<file path="src/rtl/move_sequencer.sv">
// move_sequencer: command FIFO in front of the motor move block, issuing one command at a time.
// Latency: a write into an empty queue with run=1 raises req two edges later; each completion is followed by RELEASE and GAP.
// Backpressure: writes while full are dropped (err_ovf); the next command waits for done, done low again, and the gap.
//
// Ports:
//   CLK, RST            clock, asynchronous active-high reset
//   wr_en/wr_op/wr_operand  command push from the host-side decoder
//   run, abort, clr_err controls: dequeue enable, flush + stop, clear sticky errors
//   req/op/operand/done handshake with the move block
//   full/empty/level    queue status;  busy: sequencer not IDLE;  cmd_count: completed commands
//   err_ovf/err_bad_op/err_timeout  sticky error flags
// Optional: define MOVE_TIMEOUT_EN to add the ISSUE watchdog (TIMEOUT_CYCLES); otherwise err_timeout is tied low.
module move_sequencer #(
  parameter int DEPTH          = 8,
  parameter int GAP_CYCLES     = 16,
  parameter int TIMEOUT_CYCLES = 50000000
) (
  input  logic                   CLK,
  input  logic                   RST,
  input  logic                   wr_en,
  input  logic [2:0]             wr_op,
  input  logic [31:0]            wr_operand,
  input  logic                   run,
  input  logic                   abort,
  input  logic                   clr_err,
  output logic                   req,
  output logic [2:0]             op,
  output logic [31:0]            operand,
  input  logic                   done,
  output logic                   full,
  output logic                   empty,
  output logic [$clog2(DEPTH):0] level,
  output logic                   busy,
  output logic [15:0]            cmd_count,
  output logic                   err_ovf,
  output logic                   err_bad_op,
  output logic                   err_timeout
);

  localparam int PW = $clog2(DEPTH);
  localparam int LW = PW + 1;
  localparam logic [2:0] OP_STOP = 3'd4;

  typedef struct packed {
    logic [2:0]  op;
    logic [31:0] operand;
  } cmd_t;

  typedef enum logic [2:0] {
    S_IDLE,
    S_ISSUE,
    S_RELEASE,
    S_GAP,
    S_ABORT_DROP,
    S_ABORT_STOP
  } state_t;

  state_t        state;
  cmd_t          mem [DEPTH];
  logic [PW-1:0] wr_ptr;
  logic [PW-1:0] rd_ptr;
  logic [LW-1:0] level_nxt;
  logic          push;
  logic          pop;
  logic          flush;
  // Head entry popped in IDLE is decoded on the following edge.
  logic          fetch_vld;
  cmd_t          fetch_cmd;
  logic [31:0]   gap_cnt;

`ifdef MOVE_TIMEOUT_EN
  logic [31:0] tmo_cnt;
  logic        stop_cmd;   // the command in flight is the abort stop
  logic        tmo_hit;

  assign tmo_hit = (state == S_ISSUE) && !done && (tmo_cnt == 32'(TIMEOUT_CYCLES - 1));
  // A timed-out stop command does not flush; it just gives up.
  assign flush   = abort || (tmo_hit && !stop_cmd);
`else
  assign flush       = abort;
  assign err_timeout = 1'b0;
`endif

  assign push = wr_en && !full && !flush;
  assign pop  = (state == S_IDLE) && !fetch_vld && run && !empty && !abort;

  always_comb begin
    level_nxt = level;
    if (push && !pop)
      level_nxt = level + 1'b1;
    else if (!push && pop)
      level_nxt = level - 1'b1;
  end

  // Storage needs no reset: only entries between the pointers are ever read.
  always_ff @(posedge CLK) begin
    if (push)
      mem[wr_ptr] <= {wr_op, wr_operand};
  end

  always_ff @(posedge CLK or posedge RST) begin
    if (RST) begin
      wr_ptr  <= '0;
      rd_ptr  <= '0;
      level   <= '0;
      empty   <= 1'b1;
      full    <= 1'b0;
      err_ovf <= 1'b0;
    end else begin
      if (clr_err)
        err_ovf <= 1'b0;
      if (wr_en && full && !flush)
        err_ovf <= 1'b1;
      if (flush) begin
        wr_ptr <= '0;
        rd_ptr <= '0;
        level  <= '0;
        empty  <= 1'b1;
        full   <= 1'b0;
      end else begin
        if (push)
          wr_ptr <= wr_ptr + 1'b1;
        if (pop)
          rd_ptr <= rd_ptr + 1'b1;
        level <= level_nxt;
        empty <= (level_nxt == '0);
        full  <= (level_nxt == LW'(DEPTH));
      end
    end
  end

  always_ff @(posedge CLK or posedge RST) begin
    if (RST) begin
      state      <= S_IDLE;
      req        <= 1'b0;
      op         <= '0;
      operand    <= '0;
      busy       <= 1'b0;
      cmd_count  <= '0;
      err_bad_op <= 1'b0;
      fetch_vld  <= 1'b0;
      fetch_cmd  <= '0;
      gap_cnt    <= '0;
`ifdef MOVE_TIMEOUT_EN
      tmo_cnt     <= '0;
      stop_cmd    <= 1'b0;
      err_timeout <= 1'b0;
`endif
    end else begin
      if (clr_err) begin
        err_bad_op <= 1'b0;
`ifdef MOVE_TIMEOUT_EN
        err_timeout <= 1'b0;
`endif
      end
      // Abort wins over everything; once in the abort path it only re-flushes.
      if (abort && (state inside {S_IDLE, S_ISSUE, S_RELEASE, S_GAP})) begin
        fetch_vld <= 1'b0;
        busy      <= 1'b1;
        if (state == S_IDLE) begin
          state <= S_ABORT_STOP;
        end else begin
          req   <= 1'b0;
          state <= S_ABORT_DROP;
        end
      end else begin
        case (state)
          S_IDLE: begin
            if (fetch_vld) begin
              fetch_vld <= 1'b0;
              if (fetch_cmd.op <= OP_STOP) begin
                op      <= fetch_cmd.op;
                operand <= fetch_cmd.operand;
                req     <= 1'b1;
                busy    <= 1'b1;
                state   <= S_ISSUE;
`ifdef MOVE_TIMEOUT_EN
                tmo_cnt  <= '0;
                stop_cmd <= 1'b0;
`endif
              end else begin
                err_bad_op <= 1'b1;
              end
            end else if (pop) begin
              fetch_vld <= 1'b1;
              fetch_cmd <= mem[rd_ptr];
            end
          end
          S_ISSUE: begin
            if (done) begin
              req       <= 1'b0;
              cmd_count <= cmd_count + 1'b1;
              state     <= S_RELEASE;
            end
`ifdef MOVE_TIMEOUT_EN
            else if (tmo_hit) begin
              err_timeout <= 1'b1;
              req         <= 1'b0;
              if (stop_cmd) begin
                busy  <= 1'b0;
                state <= S_IDLE;
              end else begin
                state <= S_ABORT_DROP;
              end
            end else begin
              tmo_cnt <= tmo_cnt + 1'b1;
            end
`endif
          end
          S_RELEASE: begin
            // The move block re-arms on a req edge, so done must drop first.
            if (!done) begin
              if (GAP_CYCLES == 0) begin
                busy  <= 1'b0;
                state <= S_IDLE;
              end else begin
                gap_cnt <= '0;
                state   <= S_GAP;
              end
            end
          end
          S_GAP: begin
            if (gap_cnt == 32'(GAP_CYCLES - 1)) begin
              busy  <= 1'b0;
              state <= S_IDLE;
            end else begin
              gap_cnt <= gap_cnt + 1'b1;
            end
          end
          S_ABORT_DROP: begin
            // Entered with req already low, so req stays low at least one cycle.
            if (!done)
              state <= S_ABORT_STOP;
          end
          S_ABORT_STOP: begin
            op      <= OP_STOP;
            operand <= '0;
            req     <= 1'b1;
            state   <= S_ISSUE;
`ifdef MOVE_TIMEOUT_EN
            tmo_cnt  <= '0;
            stop_cmd <= 1'b1;
`endif
          end
          default: begin
            req   <= 1'b0;
            busy  <= 1'b0;
            state <= S_IDLE;
          end
        endcase
      end
    end
  end

endmodule

</file>
<file path="config.mk">
export PLATFORM = sky130hd
export DESIGN_NAME = move_sequencer
export DESIGN_NICKNAME = d
export VERILOG_FILES = /design/src/rtl/move_sequencer.sv
export SDC_FILE = /design/constraint.sdc
export NUM_CORES = 1
export LEC_CHECK = 0
export CORE_MARGIN = 5
export CORE_UTILIZATION = 60
export DETAILED_ROUTE_END_ITERATION = 10
export GPL_ROUTABILITY_DRIVEN = 0
export PLACE_DENSITY = 0.8
export SLEW_MARGIN = 20
export SYNTH_ARGS = -nofsm -noshare
export SYNTH_HDL_FRONTEND = slang
export SYNTH_SLANG_ARGS = --single-unit
</file>
<file path="constraint.sdc">
create_clock -name CLK -period 11.7 [get_ports CLK]
set_clock_uncertainty 0.2 [all_clocks]
set_input_delay 2.925 -clock CLK [delete_from_list [all_inputs] [get_ports CLK]]
set_output_delay 2.925 -clock CLK [all_outputs]
set_load 0.005 [all_outputs]
</file>
==> results.yml, run 1 <==
global_routing:
  busiest_layer: "met2"
  use_met3_pct: 4.18
  antenna_found_initial: 1
  grt_pass1_vias: 10000
  gr-usage-met1_pct: 32.5
  grt_max_degree: 74
  met2_usage_pct: 38.2
  grt_usage_pct: 23.1
  grt_overflow: 0
  grt_pass1_wl_um: 56400
timing:
  fmax_mhz: 173
  fin_tns_setup_ns: 0
  finalSetupViolCount: 0
  finalCritPeriodShare_pct: 49.5
  slew_violations: 0
  worst_slew_pin_slew_ns: 1.09
  holdWs_ns: 0.270
  fin_crit_ns: 5.80
  report.final.hold_viol_count: 0
  rsz0062_at_grt: "false"
  maxSlewHeadroom_pct: 27.1
worst_setup_path:
  cpPeakStageDelay_ns: 0.72
  crit_family: "simple AND/OR/NAND/NOR gates"
  worstPathRequired_ns: 11.95
  crit_path_top_delay_cell: "nor2_4"
  crit_arrival_ns: 6.04
  startpoint_type: "input port"
  crit_fanout: 42
  crit_type: "in2reg"
  worstPathCellList: "clkdlybuf4s50_1 -> nor3b_1 -> nand2_1 -> nor2_4 -> buf_4 -> nor2_1 -> a21oi_1"
  end_kind: "register"
  path_buf_inv: 2
route:
  vias: 9686
  drt_iter0_drc: 1004
  post_drt_wl_per_cell_um: 21.9
  drt_wl_total_um: 35100
  vias_per_cell: 6.04
  detail-route-antenna-nets: 0
  drtPass1Iterations: 5
  drc: 0
logic_synthesis:
  synth_top_area_share_pct: 49.6
  syn_area_sq_um: 16900
  syn_area_per_cell_sq_um: 15.5
  ys_types: 68
  synth_nets: 1140
  synth_warnings: 0
  synth-main-ff-cell: "edfxtp_1"
  synth_common_cells: "edfxtp_1, dfrtp_1, nand2_1"
  synth_top_area_cell: "edfxtp_1"
  synth_edf_count: 280
  synthCells: 1092
  synthArstFlopShare_pct: 33.0
  yosysSeqAreaShare_pct: 70.0
  synth.most_common_cell: "edfxtp_1"
  ys_ff_latch: 418
  ys_top_cells_by_area: "edfxtp_1, dfrtp_1, mux4_2"
run_status:
  status: "finished clean"
final_layout:
  fin_area_sq_um: 19600
  area_growth_pct: 15.8
  fill_cells: 1796
  fin_nets: 1240
  drive_above_1_share_pct: 14.8
clocking:
  post_cts_buffers: 0
  cts_resized: 0
  clock_sinks: 418
  cts_buffers: 41
  htree_levels: 2
  clk_pin_slew_ns: 0.06
  worstSkewPairLatency_ns: 0.53
  postCtsHoldBufs: 0
  clock_tree.root_cell: "clkbuf_16"
  cts.path.max_buffers: 3
  cts_tree: "yes"
place:
  place_area_sq_um: 18300
  post-dp-hpwl_um: 20000
  numPortBuffers: 102
floorplan:
  dieArea_sq_um: 31700
  fp.dieW_um: 178
  rows: 61
  core_area_sq_um: 27900
  ioPinCount: 104
  start_util_pct: 60.8
  die_h_um: 178
pwr:
  power_density_nw_per_um2: 186
  cellLeakagePower_uw: 0.00689
  power.internal_uw: 2700
  swShare_pct: 25.9
  p_sw_uw: 944
  ir_drop_uv: 157
  combPwrFrac_pct: 15.4
  pwr-share-clk_pct: 33.8
  power_uw: 3650
  p_seq_share_pct: 50.7
worst_hold_path:
  min_path_type: "reg2reg"
run:
  cap_viol_max_count: 0
## sequential cells by signal, indices dropped and copies added (netlist names)
name        cells
state           3
fetch_vld       1
gap_cnt        32
op              3
cmd_count      16
level           4
full            1
rd_ptr          3
fetch_cmd      35
operand        32
err_bad_op      1
mem           280
empty           1
busy            1
req             1
wr_ptr          3
err_ovf         1
## cell type report
class | instances | area (sq um) | area share (%)
tap | 378 | 473 | 2.41
clock buffer | 64 | 1200 | 6.14
multi-input combinational | 601 | 4810 | 24.5
clock inverter | 11 | 68.8 | 0.351
timing repair buffer | 117 | 1130 | 5.78
antenna | 1 | 2.50 | 0.0128
inverter | 13 | 53.8 | 0.274
sequential | 418 | 11900 | 60.5
## logic make-up after synthesis
family / after synthesis / synth area share, %
compound gates: 152 / 5.54
xor+xnor: 32 / 1.65
fa+ha+maj: 6 / 0.443
buf+inv: 73 / 1.98
flops: 418 / 70.0
mux: 113 / 11.9
other cells: 1 / 0.0221
simple gates: 297 / 8.50
## routing by layer
| layer | routed length, um | share of wire (%) | vias up |
|---|---|---|---|
| li1 | - | - | 4373 |
| met1 | 14400 | 41 | 4892 |
| met2 | 17700 | 50 | 370 |
| met3 | 2400 | 6.8 | 51 |
| met4 | 692 | 2.0 | 0 |
| met5 | 0 | 0 | - |
## cells in the final DEF (no fill, tap or decap), types with 15 or more instances in the layout
cell type,n
dfrtp_1,134
edfxtp_1,280
xor2_1,18
clkbuf_1,15
nand3_1,18
mux2i_1,42
clkdlybuf4s50_1,102
o21ai_0,49
a21oi_1,53
nor2_1,69
mux4_2,70
buf_4,15
clkbuf_16,42
nand2_1,106
nor4_1,15
## path summary, 6_finish.rpt
path	from	end	slack, ns	cells after the start
worst max-delay path	run	fetch_cmd[33]$_DFFE_PP0P_	5.90	7
worst min register to register	cmd_count[15]$_DFFE_PP0P_	cmd_count[15]$_DFFE_PP0P_	0.27	1
worst max register to register	state[2]$_DFFE_PP0P_	fetch_cmd[33]$_DFFE_PP0P_	8.19	6
max in group asynchronous	RST	rd_ptr[0]$_DFFE_PP0P_	7.18	3
min in group asynchronous	RST	cmd_count[15]$_DFFE_PP0P_	2.69	2
worst min-delay path	cmd_count[15]$_DFFE_PP0P_	cmd_count[15]$_DFFE_PP0P_	0.27	1
## power by group through the flow
stage	Sequential, uW	Combinational (uW)	Clock (uW)
6_report	1850	563	1230
5_1_grt	1870	635	1330
4_1_cts	1850	574	1250
3_5_place_dp	1880	568	0
3_3_place_gp	1870	543	0
2_1_floorplan	1830	348	0
## metrics by stage
| step | util (%) | setup slack, ns | cells |
|---|---|---|---|
| global placement | 65.8 | 5.64 | 1527 |
| finish | 70.4 | 5.90 | 1603 |
| global route | 70.4 | 5.65 | 1603 |
| CTS | 70.4 | 5.91 | 1602 |
| detailed placement | 65.8 | 5.41 | 1527 |
| floorplan | - | 4.88 | 1092 |
Note: power is estimated with default switching activity, not from simulation.
==> inputs of run 2 (changes only) <==
--- a/config.mk
+++ b/config.mk
@@ -6,10 +6,10 @@
 export NUM_CORES = 1
 export LEC_CHECK = 0
 export CORE_MARGIN = 5
-export CORE_UTILIZATION = 60
+export CORE_UTILIZATION = 59
 export DETAILED_ROUTE_END_ITERATION = 10
 export GPL_ROUTABILITY_DRIVEN = 0
-export PLACE_DENSITY = 0.8
+export PLACE_DENSITY = 0.79
 export SLEW_MARGIN = 20
 export SYNTH_ARGS = -nofsm -noshare
 export SYNTH_HDL_FRONTEND = slang
==> constraint.sdc (replaced) <==
create_clock -name CLK -period 5.69 [get_ports CLK]
set_clock_uncertainty 0.2 [all_clocks]
set_input_delay 1.4225 -clock CLK [delete_from_list [all_inputs] [get_ports CLK]]
set_output_delay 1.4225 -clock CLK [all_outputs]
set_load 0.005 [all_outputs]
==> run 2 against run 1 <==
  * Non-clock buffer count increased by 12
  * Final cell count is 1.1% higher
  * Total power grew 110%
  * Critical path type unchanged
  * Largest cell class unchanged
  * Sequential share of layout area down 0.37 points
  * Largest power group unchanged
  * Die area is 1.6% higher
  * First-iteration DRC count fell by 14%
  * Critical endpoint is now fetch_cmd[9]$_DFFE_PP0P_
  * Design area is 0.61% higher
  * Routed wire length fell by 1.1%
==> results.yml, run 2 (synthesis gave the netlist of run 1 again) <==
route:
  drc: 0
  vias: 9811
  detail-route-antenna-nets: 0
  post_drt_wl_per_cell_um: 21.4
  vias_per_cell: 6.05
  drt_iter0_drc: 867
  drt_wl_total_um: 34800
  drtPass1Iterations: 5
run_status:
  status: "finished clean"
global_routing:
  grt_overflow: 0
  grt_max_degree: 79
  antenna_found_initial: 1
  grt_pass1_wl_um: 56400
  grt_pass1_vias: 10000
  grt_usage_pct: 21.7
clocking:
  clk_pin_slew_ns: 0.06
  cts_resized: 0
  htree_levels: 2
  worstSkewPairLatency_ns: 0.53
  clock_sinks: 418
  post_cts_buffers: 0
  clock_tree.root_cell: "clkbuf_16"
  postCtsHoldBufs: 0
  cts.path.max_buffers: 3
  cts_tree: "yes"
  cts_buffers: 41
pwr:
  ir_drop_uv: 358
  p_seq_share_pct: 50.3
  pwr-share-clk_pct: 34.3
  power.internal_uw: 5590
  cellLeakagePower_uw: 0.00697
  p_sw_uw: 1970
  swShare_pct: 26.1
  power_density_nw_per_um2: 383
  combPwrFrac_pct: 15.4
floorplan:
  die_h_um: 179
  start_util_pct: 59.4
  fp.dieW_um: 179
  core_area_sq_um: 28500
  ioPinCount: 104
  dieArea_sq_um: 32200
  rows: 62
timing:
  worst_slew_pin_slew_ns: 0.966
  maxSlewHeadroom_pct: 35.5
  fmax_mhz: 238
  fin_crit_ns: 4.20
  finalSetupViolCount: 0
  finalCritPeriodShare_pct: 73.8
  setup_slack_ns: 1.49
  slew_violations: 0
  fin_tns_setup_ns: 0
  rsz0062_at_grt: "false"
  report.final.hold_viol_count: 0
worst_setup_path:
  end_kind: "register"
  crit_type: "in2reg"
  worstRegToRegCells: 6
  worstPathRequired_ns: 5.94
  crit_fanout: 36
  startpoint_type: "input port"
  crit_arrival_ns: 4.45
worst_hold_path:
  min_path_type: "reg2reg"
  hold_depth: 2
final_layout:
  area_growth_pct: 16.5
  final_cells: 1621
  final_util_pct: 69.1
  largest_register: "mem"
  final_cell_mix: "edfxtp_1, dfrtp_1, nand2_1"
  fill_cells: 1883
  layout_commonest_cell: "edfxtp_1"
  reg.largest.list: "mem (280), fetch_cmd (35)"
  fin_area_sq_um: 19700
  largest_reg_flops: 280
  drive_above_1_share_pct: 15.9
  fin_nets: 1252
run:
  cap_viol_max_count: 0
place:
  dp_cells: 1545
  place_area_sq_um: 18400
  post-dp-hpwl_um: 20800
  dp_slack_ns: 1.06
  numPortBuffers: 102
==> run 2: cell count changes in the layout (fill, tap and decap cells not counted), moves of 2 or more <==
cell | previous run | this run
buf_4 | 15 | 27
bufinv_16 | 0 | 2
clkbuf_1 | 15 | 10
clkbuf_8 | 7 | 3
clkinv_1 | 3 | 5
clkinv_2 | 5 | 10
==> run 2: metrics by stage <==
stage | hold slack [ns] | total power [uW]
global route | 0.309 | 7930
global placement | 0.258 | 4970
floorplan | 0.265 | 4480
detailed placement | 0.271 | 5020
CTS | 0.285 | 7610
finish | 0.277 | 7560
==> run 2: cell type report <==
type	count	area [sq um]	area share [%]
sequential	418	11900	60.1
multi-input combinational	601	4820	24.4
timing repair buffer	129	1220	6.20
clock buffer	55	1130	5.72
tap	384	480	2.43
clock inverter	20	161	0.818
inverter	13	53.8	0.273
antenna	1	2.50	0.0127
==> run 2: worst max-delay path, stage by stage <==
cell and delay [ns]:
clkdlybuf4s50_1 0.47, nor3b_1 0.60, nand2_1 0.49, nor2_4 0.87, buf_4 0.38, nor2_1 0.08, a21oi_1 0.13
==> run 2: power by group through the flow <==
stage               clock network [uW]  registers (uW)  logic, uW
global route                      2780            3840       1310
global placement                     0            3850       1120
finish                            2590            3810       1160
detailed placement                   0            3860       1160
floorplan                            0            3770        716
CTS                               2630            3800       1180
==> run 2: layer usage <==
layer  wire [um]  global-route usage, %
met1       14600                   30.9
met3        2140                   3.58
met4         743                   5.06
met2       17300                   36.2
met5           0                      0
==> run 2: worst paths after layout <==
check,startpoint,slack (ns),to
worst max-delay path,run,1.49,fetch_cmd[9]$_DFFE_PP0P_
worst min-delay path,operand[13]$_DFFE_PP0P_,0.28,operand[13]$_DFFE_PP0P_
worst max register to register,state[2]$_DFFE_PP0P_,2.25,fetch_cmd[9]$_DFFE_PP0P_
worst min register to register,operand[13]$_DFFE_PP0P_,0.28,operand[13]$_DFFE_PP0P_
max in group asynchronous,RST,3.13,empty$_DFF_PP1_
min in group asynchronous,RST,1.20,operand[2]$_DFFE_PP0P_
